### src/rtl/keypad_scan_fifo.sv
// Matrix keypad scanner: one active-low row per slot, per-key debounce with full rollover,
// and a valid/ready event FIFO of key presses (and optionally releases).
module keypad_scan_fifo #(
  parameter int ROWS           = 4,
  parameter int COLS           = 4,
  parameter int SCAN_DIV       = 6000,
  parameter int DEBOUNCE_SCANS = 8,
  parameter int FIFO_DEPTH     = 8,
  parameter bit REPORT_RELEASE = 1'b0,
  localparam int KW            = $clog2(ROWS*COLS)
) (
  input  logic                 clk,
  input  logic                 rstn,
  output logic [ROWS-1:0]      row_out,
  input  logic [COLS-1:0]      col_in,
  output logic                 key_valid,
  input  logic                 key_ready,
  output logic [KW-1:0]        key_code,
  output logic                 key_release,
  output logic [ROWS*COLS-1:0] key_down,
  output logic                 overflow
);
  localparam int NK  = ROWS * COLS;
  localparam int CW  = $clog2(SCAN_DIV);
  localparam int RW  = $clog2(ROWS);
  localparam int CLW = (COLS > 1) ? $clog2(COLS) : 1;
  localparam int DW  = $clog2(DEBOUNCE_SCANS + 1);
  localparam int AW  = $clog2(FIFO_DEPTH);
  localparam int PW  = AW + 1;
  localparam logic [CW-1:0] SAMPLE_AT = CW'(SCAN_DIV - COLS - 1);
  localparam logic [CW-1:0] UPD_FIRST = CW'(SCAN_DIV - COLS);
  localparam logic [CW-1:0] SLOT_LAST = CW'(SCAN_DIV - 1);

  logic [COLS-1:0] sync1_q, sync2_q, raw_q;
  logic [CW-1:0]   cnt_q;
  logic [RW-1:0]   row_q, row_d;
  logic [ROWS-1:0] row_out_q;
  logic [NK-1:0]   down_q;
  logic [DW-1:0]   dcnt_q [NK];
  logic [KW-1:0]   mem_code_q [FIFO_DEPTH];
  logic            mem_rel_q  [FIFO_DEPTH];
  logic [PW-1:0]   wptr_q, rptr_q;
  logic            ovf_q;

  logic            upd_s, toggle_s, push_s, empty_s, full_s, pop_s, wr_s, drop_s;
  logic [CLW-1:0]  col_s;
  logic [KW-1:0]   key_s;
  logic [DW-1:0]   dcnt_d;
  logic [AW-1:0]   head_s;

  // Per-key debounce decision for the key addressed by the current update slot.
  always_comb begin
    upd_s    = (cnt_q >= UPD_FIRST);
    col_s    = CLW'(cnt_q - UPD_FIRST);
    key_s    = KW'(row_q) * KW'(COLS) + KW'(col_s);
    toggle_s = 1'b0;
    dcnt_d   = '0;
    if (upd_s && (raw_q[col_s] != down_q[key_s])) begin
      if ((dcnt_q[key_s] + DW'(1)) == DW'(DEBOUNCE_SCANS)) begin
        toggle_s = 1'b1;
      end else begin
        dcnt_d = dcnt_q[key_s] + DW'(1);
      end
    end else begin
      dcnt_d = '0;
    end
    push_s = toggle_s && (!down_q[key_s] || REPORT_RELEASE);
  end

  // FIFO bookkeeping; a push into a full FIFO only lands when a pop frees a slot the same cycle.
  always_comb begin
    empty_s = (wptr_q == rptr_q);
    full_s  = (wptr_q[AW] != rptr_q[AW]) && (wptr_q[AW-1:0] == rptr_q[AW-1:0]);
    pop_s   = !empty_s && key_ready;
    wr_s    = push_s && (!full_s || pop_s);
    drop_s  = push_s && !wr_s;
    head_s  = empty_s ? (rptr_q[AW-1:0] - AW'(1)) : rptr_q[AW-1:0];
  end

  always_comb row_d = (row_q == RW'(ROWS - 1)) ? '0 : (row_q + RW'(1));

  // Column synchroniser, slot counter, row walker and raw-sample latch.
  always_ff @(posedge clk or negedge rstn) begin
    if (!rstn) begin
      sync1_q   <= '1;
      sync2_q   <= '1;
      cnt_q     <= '0;
      row_q     <= '0;
      row_out_q <= ~ROWS'(1);
      raw_q     <= '0;
    end else begin
      sync1_q <= col_in;
      sync2_q <= sync1_q;
      if (cnt_q == SAMPLE_AT) raw_q <= ~sync2_q;
      if (cnt_q == SLOT_LAST) begin
        cnt_q     <= '0;
        row_q     <= row_d;
        row_out_q <= ~(ROWS'(1) << row_d);
      end else begin
        cnt_q <= cnt_q + CW'(1);
      end
    end
  end

  // Debounced key state and per-key counters.
  always_ff @(posedge clk or negedge rstn) begin
    if (!rstn) begin
      down_q <= '0;
      for (int i = 0; i < NK; i++) dcnt_q[i] <= '0;
    end else if (upd_s) begin
      if (toggle_s) down_q[key_s] <= ~down_q[key_s];
      dcnt_q[key_s] <= dcnt_d;
    end
  end

  // Event storage and read/write pointers.
  always_ff @(posedge clk or negedge rstn) begin
    if (!rstn) begin
      wptr_q <= '0;
      rptr_q <= '0;
      ovf_q  <= 1'b0;
      for (int i = 0; i < FIFO_DEPTH; i++) begin
        mem_code_q[i] <= '0;
        mem_rel_q[i]  <= 1'b0;
      end
    end else begin
      if (wr_s) begin
        mem_code_q[wptr_q[AW-1:0]] <= key_s;
        mem_rel_q[wptr_q[AW-1:0]]  <= down_q[key_s];
        wptr_q                     <= wptr_q + PW'(1);
      end
      if (pop_s) rptr_q <= rptr_q + PW'(1);
      ovf_q <= drop_s;
    end
  end

  // When empty, the head points at the slot just popped, so code/release hold their last values.
  assign row_out     = row_out_q;
  assign key_valid   = !empty_s;
  assign key_code    = mem_code_q[head_s];
  assign key_release = mem_rel_q[head_s];
  assign key_down    = down_q;
  assign overflow    = ovf_q;
endmodule

### config.mk
export PLATFORM = sky130hd
export DESIGN_NAME = keypad_scan_fifo
export DESIGN_NICKNAME = d
export VERILOG_FILES = /design/src/rtl/keypad_scan_fifo.sv
export SDC_FILE = /design/constraint.sdc
export NUM_CORES = 1
export LEC_CHECK = 0
export CORE_ASPECT_RATIO = 1.4
export CORE_UTILIZATION = 40
export CTS_BUF_LIST = sky130_fd_sc_hd__clkbuf_2 sky130_fd_sc_hd__clkbuf_4 sky130_fd_sc_hd__clkbuf_8
export CTS_CLUSTER_SIZE = 20
export DETAILED_ROUTE_END_ITERATION = 6
export PLACE_DENSITY = 0.55
export SKIP_CTS_REPAIR_TIMING = 1
export SYNTH_ARGS = -nofsm -noshare
export SYNTH_HDL_FRONTEND = slang
export SYNTH_SLANG_ARGS = --single-unit
### constraint.sdc
create_clock -name clk -period 2.64 [get_ports clk]
set_input_delay 0.396 -clock clk [delete_from_list [all_inputs] [get_ports clk]]
set_output_delay 0.396 -clock clk [all_outputs]
set_load 0.005 [all_outputs]
==> results.py, run 1 <==
metrics = {
    "clocking": {
        "cts-root-buf": "clkbuf_8",
        "clk_latency_ns": 0.46,
        "clockBufferDepth": 2,
        "cts.sinks": 160,
        "h-tree-depth": 4,
        "tritoncts": "done",
        "numCtsBuffers": 17,
        "path_clk_slew_ns": 0.09,
    },
    "final_layout": {
        "drive_above_1_share": 0.417,
        "nNetsFinal": 765,
        "mostFrequentLayoutCell": "dfrtp_1",
        "final_cell_mix": "dfrtp_1, buf_4, nand2_1",
        "area_growth_pct": 32.8,
        "post-route-util": 0.545,
        "n_antenna_cell": 0,
        "instances_no_fill": 1002,
        "fin_area_um2": 10200,
    },
    "place": {
        "port_buffers": 33,
        "place_ws_ns": -0.253,
        "dp.cells": 948,
        "dpl_cell_area_um2": 9020,
        "gp_congestion": 0.801,
        "dp_hpwl_um": 13300,
    },
    "grt": {
        "antenna_found_initial": 0,
        "grt_overflow": 0,
        "grt_pass1_vias": 5687,
        "track_usage": 0.201,
        "grt_pass1_wl_um": 30600,
        "grt_max_degree": 58,
    },
    "sta": {
        "maxSlewViolCount": 0,
        "clock_skew_ns": 0.0105,
        "timing.final.crit_share": 1.26,
        "period_needed_ns": 3.32,
        "max_slew.worst_pin.slew_ns": 0.548,
        "rsz0062_at_grt": "yes",
        "finalHoldViolCount": 0,
        "final-setup-viol-count": 97,
        "maxSlewHeadroom": 0.634,
        "setup_slack_ns": -0.675,
        "fmax_ghz": 0.302,
    },
    "synthesis": {
        "synthMuxAreaShare": 0.195,
        "synth_nets": 643,
        "synth-compound-area-share": 0.0776,
        "synth_top_family_by_area": "multiplexers",
        "async_flop_share": 1.00,
        "synth_edf_count": 0,
        "yosys_warnings": 0,
        "syn_area_um2": 7670,
        "syn_area_per_cell_um2": 12.3,
        "ys_seq_area_frac": 0.524,
        "yosys_register_bits": 160,
        "yosys.area_share.xor_xnor": 0.0294,
        "synth-adder-area-share": 0.0212,
        "synth_ff_type": "dfrtp_1",
        "synthCells": 623,
        "yosys.area_share.simple": 0.120,
        "ys_types": 48,
    },
    "route": {
        "drc_errors": 0,
        "num_vias": 5561,
        "wl_per_cell_um": 19.8,
        "wirelength_um": 19900,
        "drt_first_pass_iters": 4,
        "vias_per_cell": 5.55,
        "drtIter0Drc": 269,
        "final_antenna_net_count": 0,
    },
    "setup_path": {
        "worst_path_dominant_cell_family": "multiplexers",
        "cp_slowest_stage_delay_ns": 0.49,
        "critical_path_depth": 11,
        "cp_max_fo": 3,
        "arrival_ns": 2.92,
        "crit_buf_inv": 6,
        "cp-end-kind": "output port",
        "r2r_slack_ns": -0.24,
        "rr_startpoint": "cnt_q[0]",
        "endpoint": "key_release",
        "cp-startpoint": "rptr_q[3]",
        "path_class": "flop to output port",
        "reg2reg_to": "mem_code_q[14]",
        "cp_slowest_cell": "mux4_2",
        "reg2reg_depth": 11,
        "cp.required_ns": 2.24,
        "crit_chain": "xnor2_1 > nor2b_1 > buf_4 > buf_12 > xnor2_4 > clkbuf_16 > buf_8 > buf_6 > mux4_2 > mux2_4 > clkbuf_2",
        "critPathLaunchType": "flop",
    },
    "power_and_ir_drop": {
        "combPwrFrac": 0.210,
        "ir_drop_mv": 0.348,
        "p_leak_nw": 4.58,
        "internal_power_mw": 4.16,
        "switching_power_mw": 1.52,
        "sequentialPowerShare": 0.444,
        "clkPwrFrac": 0.346,
        "swShare": 0.267,
        "cellPowerDensity_nw_per_um2": 557,
    },
    "floorplanning": {
        "initial_core_util": 0.411,
        "die_w_um": 119,
        "ios": 34,
        "rows": 59,
        "coreArea_um2": 18700,
        "fp.dieH_um": 166,
        "die-area_um2": 19700,
    },
    "run": {
        "maxCapViolations": 0,
    },
    "hold_path": {
        "min-delay-path-class": "primary input to flop",
    },
    "outcome": {
        "outcome": "finished with violations",
        "failed_checks": "negative setup slack",
    },
}
metrics by stage:
stage	setup TNS [ns]	hold WS [ns]	power, mW
after floorplan	-0.0753	0.100	2.98
after global placement	-12.76	0.346	3.35
after detailed placement	-17.39	0.351	3.36
after CTS	-21.39	-0.102	5.33
after global routing	-26.80	0.301	5.88
final	-16.39	0.336	5.67
synth_stat cells (2+ instances only):
library cell | instances | area (um^2)
xnor2_2 | 2 | 32.5
nand4b_1 | 3 | 26.3
a21oi_1 | 3 | 15.0
a32o_1 | 16 | 160
dfrtp_1 | 149 | 3730
and2_1 | 9 | 56.3
a221oi_1 | 4 | 35.0
nand4_1 | 25 | 156
mux2i_1 | 11 | 110
buf_4 | 3 | 22.5
a22oi_2 | 2 | 25.0
o31ai_1 | 17 | 128
nor2_1 | 17 | 63.8
buf_2 | 9 | 45.0
clkbuf_1 | 32 | 120
and3_1 | 3 | 18.8
nor4bb_1 | 2 | 20.0
nor2b_1 | 6 | 37.5
xor2_1 | 7 | 61.3
ha_1 | 13 | 163
buf_6 | 3 | 33.8
nand3_1 | 25 | 125
inv_1 | 6 | 22.5
nand2_1 | 70 | 263
or3_1 | 3 | 18.8
nor4b_1 | 4 | 35.0
xnor2_1 | 15 | 131
mux2_2 | 70 | 788
nor3_1 | 6 | 30.0
mux4_2 | 26 | 586
dfstp_2 | 11 | 289
a22oi_1 | 2 | 15.0
o21ai_0 | 33 | 165
and4_1 | 2 | 17.5
logic make-up after synthesis:
group / Yosys count
mux: 108
flops: 160
simple gates: 181
xor+xnor: 24
fa+ha+maj: 13
compound gates: 82
buf+inv: 55
layout make-up:
type	instances	area [um^2]
tap	244	305
sequential	160	4020
multi-input combinational	408	3800
inverter	7	26.3
fill	1617	8490
timing repair buffer	151	1600
clock inverter	15	194
clock buffer	17	234
how the worst min path moves through the flow:
stage                          start            to  slack [ns]  cells after the start
final                      col_in[2]    sync1_q[2]        0.34                      1
after detailed placement  sync1_q[3]    sync2_q[3]        0.35                      0
after floorplan                 rstn      cnt_q[0]        0.10                      0
after CTS                       rstn  mem_rel_q[6]       -0.10                      1
after global routing       col_in[2]    sync1_q[2]        0.30                      1
after global placement    sync1_q[0]    sync2_q[0]        0.35                      0
power by group through the flow:
| stage | combinational, mW | clock [mW] | sequential (mW) |
|---|---|---|---|
| after CTS | 0.801 | 2.01 | 2.52 |
| final | 1.19 | 1.96 | 2.52 |
| after global routing | 1.25 | 2.11 | 2.52 |
| after detailed placement | 0.798 | 0 | 2.57 |
| after floorplan | 0.394 | 0 | 2.58 |
| after global placement | 0.783 | 0 | 2.56 |
sequential cells by signal, summed over array words and instances, names as in the netlist:
register,cells
cnt_q,13
dcnt_q,64
key_down,16
mem_code_q,32
mem_rel_q,8
overflow,1
raw_q,4
row_out,4
row_q,2
rptr_q,4
sync1_q,4
sync2_q,4
wptr_q,4
per-layer routing:
| layer | vias up | part of all wire | GRT usage |
|---|---|---|---|
| met5 | - | 0 | 0 |
| met4 | 0 | 0.028 | 0.0782 |
| met3 | 32 | 0.026 | 0.0398 |
| met2 | 100 | 0.54 | 0.353 |
| met1 | 2889 | 0.40 | 0.241 |
| li1 | 2540 | - | - |
Power figures use the tool's default switching activity.
==> inputs of run 2 (changes only) <==
--- a/config.mk
+++ b/config.mk
@@ -8,6 +8,7 @@
 export CORE_ASPECT_RATIO = 1.4
 export CORE_UTILIZATION = 40
 export CTS_BUF_LIST = sky130_fd_sc_hd__clkbuf_2 sky130_fd_sc_hd__clkbuf_4 sky130_fd_sc_hd__clkbuf_8
+export CTS_CLUSTER_DIAMETER = 150
 export CTS_CLUSTER_SIZE = 20
 export DETAILED_ROUTE_END_ITERATION = 6
 export PLACE_DENSITY = 0.55
==> results of run 2 <==
Same layout as run 1: the final DEF is identical, and so are final timing and power.
